$ cat src/rtl/usb_pd_prl_ctrl.sv
// USB Power Delivery protocol-layer controller: GoodCRC replies to received
// messages, duplicate filtering, and user transmit with GoodCRC wait and retry.
module usb_pd_prl_ctrl #(
  parameter int system_khz     = 200000,
  parameter int crc_timeout_us = 900,
  parameter int n_retry        = 2
) (
  input  logic       clock,
  input  logic       nrst,
  output logic       rx_en,
  input  logic       rx_busy,
  input  logic       rx_pkg_valid,
  input  logic       rx_crc_valid,
  input  logic [2:0] rx_msg_id,
  input  logic [2:0] rx_msg_num,
  input  logic [3:0] rx_msg_type,
  output logic       tx_start,
  output logic       tx_goodcrc,
  output logic [2:0] tx_msg_id,
  input  logic       tx_done,
  input  logic       usr_req,
  output logic       usr_ack,
  output logic       usr_done,
  output logic       usr_fail,
  output logic       rx_msg_stb
);

  localparam int t_cycles = system_khz * crc_timeout_us / 1000;
  localparam int tw = ($clog2(t_cycles) > 20) ? $clog2(t_cycles) : 20;
  localparam logic [tw-1:0] t_last = tw'(t_cycles - 1);
  localparam int rw = (n_retry < 1) ? 1 : $clog2(n_retry + 1);
  localparam logic [rw-1:0] retry_max = rw'(n_retry);

  typedef enum logic [2:0] {
    IDLE,
    RX,
    GCRC_SEND,
    TX_SEND,
    TX_WAIT
  } state_t;

  state_t        state, state_nx;
  logic          active;
  logic          gcrc_kick, gcrc_kick_nx;
  logic [2:0]    tx_id_cnt, tx_id_cnt_nx;
  logic [2:0]    hdr_id, hdr_id_nx;
  logic [2:0]    hdr_num, hdr_num_nx;
  logic [3:0]    hdr_type, hdr_type_nx;
  logic [2:0]    last_id, last_id_nx;
  logic          last_valid, last_valid_nx;
  logic [rw-1:0] retry, retry_nx;
  logic [tw-1:0] timer, timer_nx;

  logic rx_good, rx_is_gcrc, hdr_is_soft, tx_ack_ok, timeout;

  assign rx_good     = rx_pkg_valid && rx_crc_valid;
  assign rx_is_gcrc  = (rx_msg_num == 3'd0) && (rx_msg_type == 4'h1);
  assign hdr_is_soft = (hdr_num == 3'd0) && (hdr_type == 4'hD);
  assign tx_ack_ok   = rx_good && rx_is_gcrc && (rx_msg_id == tx_id_cnt);
  assign timeout     = (timer == t_last);

  // active stays low through reset and the first clock after it, which keeps
  // rx_en and any user acceptance quiet until the controller is really running
  assign rx_en      = active && (state == IDLE || state == RX || state == TX_WAIT);
  assign tx_goodcrc = (state == GCRC_SEND);
  assign tx_msg_id  = (state == GCRC_SEND) ? hdr_id : tx_id_cnt;

  always_ff @(posedge clock or negedge nrst) begin
    if (!nrst) begin
      state      <= IDLE;
      active     <= 1'b0;
      gcrc_kick  <= 1'b0;
      tx_id_cnt  <= 3'd0;
      hdr_id     <= 3'd0;
      hdr_num    <= 3'd0;
      hdr_type   <= 4'd0;
      last_id    <= 3'd0;
      last_valid <= 1'b0;
      retry      <= '0;
      timer      <= '0;
    end else begin
      state      <= state_nx;
      active     <= 1'b1;
      gcrc_kick  <= gcrc_kick_nx;
      tx_id_cnt  <= tx_id_cnt_nx;
      hdr_id     <= hdr_id_nx;
      hdr_num    <= hdr_num_nx;
      hdr_type   <= hdr_type_nx;
      last_id    <= last_id_nx;
      last_valid <= last_valid_nx;
      retry      <= retry_nx;
      timer      <= timer_nx;
    end
  end

  always_comb begin
    state_nx      = state;
    gcrc_kick_nx  = 1'b0;
    tx_id_cnt_nx  = tx_id_cnt;
    hdr_id_nx     = hdr_id;
    hdr_num_nx    = hdr_num;
    hdr_type_nx   = hdr_type;
    last_id_nx    = last_id;
    last_valid_nx = last_valid;
    retry_nx      = retry;
    timer_nx      = timer;
    tx_start      = 1'b0;
    usr_ack       = 1'b0;
    usr_done      = 1'b0;
    usr_fail      = 1'b0;
    rx_msg_stb    = 1'b0;

    case (state)
      IDLE: begin
        if (rx_busy) begin
          state_nx = RX;
        end else if (usr_req && active) begin
          usr_ack  = 1'b1;
          tx_start = 1'b1;
          retry_nx = '0;
          state_nx = TX_SEND;
        end
      end

      RX: begin
        if (rx_good) begin
          if (rx_is_gcrc) begin
            state_nx = IDLE;
          end else begin
            hdr_id_nx    = rx_msg_id;
            hdr_num_nx   = rx_msg_num;
            hdr_type_nx  = rx_msg_type;
            gcrc_kick_nx = 1'b1;
            state_nx     = GCRC_SEND;
          end
        end else if (rx_pkg_valid || !rx_busy) begin
          state_nx = IDLE;
        end
      end

      // Soft_Reset is always delivered and restarts both MessageID sequences
      GCRC_SEND: begin
        tx_start = gcrc_kick;
        if (tx_done) begin
          rx_msg_stb    = hdr_is_soft || !last_valid || (hdr_id != last_id);
          last_id_nx    = hdr_id;
          last_valid_nx = !hdr_is_soft;
          if (hdr_is_soft) tx_id_cnt_nx = 3'd0;
          state_nx = IDLE;
        end
      end

      TX_SEND: begin
        if (tx_done) begin
          timer_nx = '0;
          state_nx = TX_WAIT;
        end
      end

      TX_WAIT: begin
        timer_nx = timer + 1'b1;
        if (tx_ack_ok) begin
          usr_done     = 1'b1;
          tx_id_cnt_nx = tx_id_cnt + 3'd1;
          state_nx     = IDLE;
        end else if (timeout) begin
          if (retry < retry_max) begin
            retry_nx = retry + 1'b1;
            tx_start = 1'b1;
            state_nx = TX_SEND;
          end else begin
            usr_fail = 1'b1;
            state_nx = IDLE;
          end
        end
      end

      default: state_nx = IDLE;
    endcase
  end

endmodule

$ cat config.mk
export PLATFORM = sky130hd
export DESIGN_NAME = usb_pd_prl_ctrl
export DESIGN_NICKNAME = d
export VERILOG_FILES = /design/src/rtl/usb_pd_prl_ctrl.sv
export SDC_FILE = /design/constraint.sdc
export NUM_CORES = 1
export LEC_CHECK = 0
export ABC_AREA = 1
export CAP_MARGIN = 10
export CORE_AREA = 2 2 88 90
export CTS_BUF_LIST = sky130_fd_sc_hd__clkbuf_4 sky130_fd_sc_hd__clkbuf_8 sky130_fd_sc_hd__clkbuf_16
export CTS_CLUSTER_DIAMETER = 60
export DETAILED_ROUTE_END_ITERATION = 10
export DIE_AREA = 0 0 90 92
export PLACE_DENSITY = 0.56
export SYNTH_ARGS = -nofsm -noshare
export SYNTH_HDL_FRONTEND = slang
export SYNTH_SLANG_ARGS = --single-unit
$ cat constraint.sdc
create_clock -name clock -period 1.92 [get_ports clock]
set_input_delay 0.384 -clock clock [delete_from_list [all_inputs] [get_ports clock]]
set_output_delay 0.384 -clock clock [all_outputs]
set_load 0.02 [all_outputs]
# Yosys cells after proc, flatten, opt, wreduce, memory -nomap -nowiden
# Cells that the tools add are included.
# W data, S select, Z words.
# totals
register_bits,44
latch_bits,0
ramBits,0
mem_bits_ro,0
inputBits,17
output_inout_bits,10
wordCells,106
n_memories,0
# op_classes
add_sub_neg,3
n_mul,0
div_mod_pow,0
n_lt_le_gt_ge,1
n_eq_ne,21
n_shift,0
n_mux,42
n_bitwise,1
reduce_logical,27
# ops
operator,count
$pmux W20 S2,1
$mux W3,12
$add A20 B1 Y20 const B,1
$eq A20 B18 Y1 const B,1
$mux W20,1
$mux W1,17
$pmux W3 S5,1
$mux W2,7
$ne A2 B2 Y1 const B,5
$logic_not A3 Y1,3
$ne A2 B1 Y1 const B,4
$logic_and A1 B1 Y1,7
$eq A3 B2 Y1 const B,2
$ne A3 B2 Y1 const B,2
$pmux W3 S2,1
$reduce_and A6 Y1,1
$reduce_bool A2 Y1,3
$logic_or A1 B1 Y1,5
$reduce_and A5 Y1,1
$eq A4 B1 Y1 const B,1
$eq A4 B4 Y1 const B,1
$pmux W2 S2,1
$reduce_and A2 Y1,2
$reduce_and A4 Y1,1
other kinds (12),14

# Depth between registers and ports, before layout
# depth
depth_word,6
ltp_mapped,10
ltp_nobuf,10

# Least setup slack after synthesis
# OpenSTA, ideal clock, no wires.
# synth_timing
path_kind,reg2out
startpoint,reg state[1]
endpoint,out tx_start
arrival_time_ps,1445
required_ps,1536
path_slack_ps,91
path_stages_with_launch,8
path_buffers,0
path_cell_list,dfrtp_1 nor2_4 nand3_1 nor2_1 inv_1 nand2_1 nand2_1 nand2_1
# synth_via
elab_chain_cells,2
elab_cells_between_ends,4
cone_classes,2 x eq/ne; 1 x mux; 1 x reduce/logical
# synth_lines
element,line,source
from (decl),42,"state_t state, state_nx;"
from (signal assigned),82,state <= state_nx;
"$eq A3 B3 Y1, or another cell as far along",113,case (state)
$pmux W1 S3 *,113,
to (decl),17,"output logic tx_start,"
# Every way passes the cells marked *; elsewhere a longest branch is shown, timed or not.

# Final worst setup path
# layout_timing
startpoint,reg timer[0]
endpoint,out tx_start
# layout_via
elab_chain_cells,4
# layout_lines
element,line,source
from (decl),52,"logic [tw-1:0] timer, timer_nx;"
from (signal assigned),92,timer <= timer_nx;
$eq A20 B18 Y1,60,assign timeout = (timer == t_last);
$mux W1,166,end else if (timeout) begin
$mux W1,162,if (tx_ack_ok) begin
$pmux W1 S3,113,
# No other way between the ends.

==> impl_metrics.tcl <==
set metrics [dict create \
    status "finished with violations" \
    violations "negative setup slack" \
    routedWlPerCell_um 11.2 \
    start_util 0.339 \
    io_buffer_count 26 \
    finalNetCount 459 \
    synthTopCellsByArea "dfrtp_1 (44%), nand2_1 (15%), inv_1 (5.9%)" \
    fp.dieW_um 90 \
    io_pins 27 \
    multi_input_area_mm2 0.00132 \
    die_h_um 92 \
    clock_path_buffers 2 \
    overflow 0 \
    track_usage 0.160 \
    place.gp.congestion 0.818 \
    synthArstFlopShare 1.00 \
    syn_nets 354 \
    critPathRequiredTime_ps 1540 \
    hpwl_mm 4.57 \
    clk_pin_slew_ps 80 \
    antenna_found_initial 0 \
    final_hold_viol_count 0 \
    setup_ws_ps -101 \
    end_kind "primary output" \
    use_met2 0.263 \
    fmax_ghz 0.495 \
    rsz0062_at_grt "true" \
    diodes 0 \
    fin_crit_sh 1.05 \
    holdBufCountCts 0 \
    h-tree-depth 2 \
    slew_headroom 0.619 \
    hold_slack_ps 158 \
    stdcell_area_mm2 0.00367 \
    grt_pass1_wl_mm 10.8 \
    cts_tree "built" \
    grt.busiest_layer "met2" \
    dieArea_mm2 0.00828 \
    path_class "reg -> out" \
    grt_max_degree 45 \
    grt_pass1_vias 2417 \
    cts-buffers-inserted 5 \
    synth_largest_area_cell "dfrtp_1" \
    grt_util_met1 0.216 \
    via_per_inst 4.52 \
    drive_gt1_frac 0.349 \
    synth.distinct_cells 35 \
    drc_errors 0 \
    ys.flop_type "dfrtp_1" \
    clockRootBuffer "clkbuf_8" \
    firstDrtPassIters 4 \
    clock-sinks 44 \
    dp.cells 527 \
    yosysSeqAreaShare 0.436 \
    synthCells 335 \
    fillCellCount 756 \
    worst_pin_slew_ps 572 \
    yosys_warnings 0 \
    worstPathArrival_ps 1640 \
    rows 32 \
    dr.first_iter.drc_count 106 \
    avgSynthCellArea_um2 7.54 \
    stdcell_count 543 \
    regArea_mm2 0.00110 \
    max_cap_viol_count 0 \
    fin_skew_ps 7.68 \
    fin_crit_ps 2020 \
    vias 2452 \
    ant_nets 0 \
    core_area_mm2 0.00745 \
    pwr_density_cell_mw_per_mm2 1070 \
    hp-class "in -> async" \
    ys_seq_elements 44 \
    synth_area_mm2 0.00253 \
    syn2layout_area_growth_pct 45.2 \
    wl_mm 6.06 \
    synth_top_area_frac 0.436 \
    synth_edf_count 0 \
    clk-insertion-delay-late_ps 300 \
    grtUsageMet3 0.0263 \
    cp_max_fo 3 \
    placed_area_mm2 0.00340 \
    power.leakage_nw 1.85 \
    maxSlewViolCount 0 \
    setup_violations 2 \
    ir_worst_vdd_uv 441 \
    cp-start-kind "flop" \
]
[worst max-delay path, cell delays in order (launching register included)]
cell	delay, ps
dfrtp_1	360
ha_2	190
nand2_2	60
inv_2	60
nand2_2	50
nor2_2	120
nand4_1	130
nand2_2	120
nand2_2	80
nand2_2	60
buf_6	110
[cells in the final DEF, fill, tap and decap left out, types with 5 or more instances in the layout]
master	n
dlygate4sd2_1	9
o21ai_0	14
inv_1	32
clkbuf_8	6
nor2_4	6
o21ai_1	11
nor3_1	5
a21oi_1	10
dfrtp_1	44
nor2_1	22
nand2_1	86
nand4_1	10
nand3_2	5
buf_4	67
buf_6	14
nand2_2	16
inv_2	11
nor2_2	7
nand3_1	26
[cells in the mapped netlist (2+ instances only)]
cell,instances
nor2_2,4
o21ai_1,11
o21ai_0,16
mux2_2,3
ha_1,2
nor3_4,2
a21oi_1,10
nor2_4,4
buf_4,2
nand3_2,2
inv_2,3
nand2_1,98
inv_1,40
nand4_1,10
nand3_1,29
nor3_1,7
nand2_2,5
dfrtp_1,44
nor2_1,27
[path summary, 6_finish.rpt]
kind	startpoint	end	slack (ps)	cells past startpoint
worst max-delay path	timer[0]$_DFFE_PN0P_	tx_start	-100	10
worst min-delay path	nrst	timer[9]$_DFFE_PN0P_	160	2
worst max register to register	state[1]$_DFFE_PN0P_	timer[11]$_DFFE_PN0P_	300	8
worst min register to register	hdr_type[1]$_DFFE_PN0P_	hdr_type[1]$_DFFE_PN0P_	490	2
max in group asynchronous	nrst	hdr_type[0]$_DFFE_PN0P_	1360	2
min in group clock	rx_msg_type[0]	hdr_type[0]$_DFFE_PN0P_	380	3
[per-stage QoR]
stage	setup WS (ps)	setup TNS [ps]	total power [mW]	utilization
after global placement	-625	-2640	3.14	0.456
after detailed placement	-639	-2660	3.17	0.456
final	-101	-125	3.93	0.493
after CTS	-140	-262	3.89	0.477
after floorplan	90.5	0	2.34	-
after global routing	-229	-419	4.26	0.493
[sequential cells by signal (all words and copies together) (netlist names)]
| signal | count |
|---|---|
| timer | 20 |
| hdr_type | 4 |
| hdr_id | 3 |
| hdr_num | 3 |
| last_id | 3 |
| state | 3 |
| tx_id_cnt | 3 |
| retry | 2 |
| active | 1 |
| gcrc_kick | 1 |
| last_valid | 1 |
[timing repair]
action / CTS / global route
pin swaps: 17 / 16
resized for setup: 73 / 40
setup endpoints to repair: 10 / 9
buffers inserted: 4 / 6
[per-layer routing]
layer / share of wire / routed length [um]
met1: 0.50 / 3050
met2: 0.46 / 2770
met3: 0.027 / 165
met4: 0.013 / 79
met5: 0 / 0
[cell type report]
type / count / area share
clock buffer: 8 / 0.0266
inverter: 44 / 0.0464
multi-input combinational: 244 / 0.360
sequential: 44 / 0.300
tap: 102 / 0.0348
timing repair buffer: 101 / 0.232
[power breakdown]
part           switching, mW  internal [mW]  total (mW)
clock                  0.316          0.322       0.638
combinational          0.947          0.910        1.86
sequential             0.212           1.22        1.43
[logic make-up after synthesis]
family	after synthesis	share of synthesized area
muxes	3	0.0134
xor gates and xnor gates	2	0.00693
other	1	0.00148
and+or+nand+nor	194	0.366
DFF	44	0.436
adders and majority gates	2	0.00990
buffers and inverters	47	0.0777
AOI/OAI and AO/OA	42	0.0886
(Power assumes the default switching activity.)
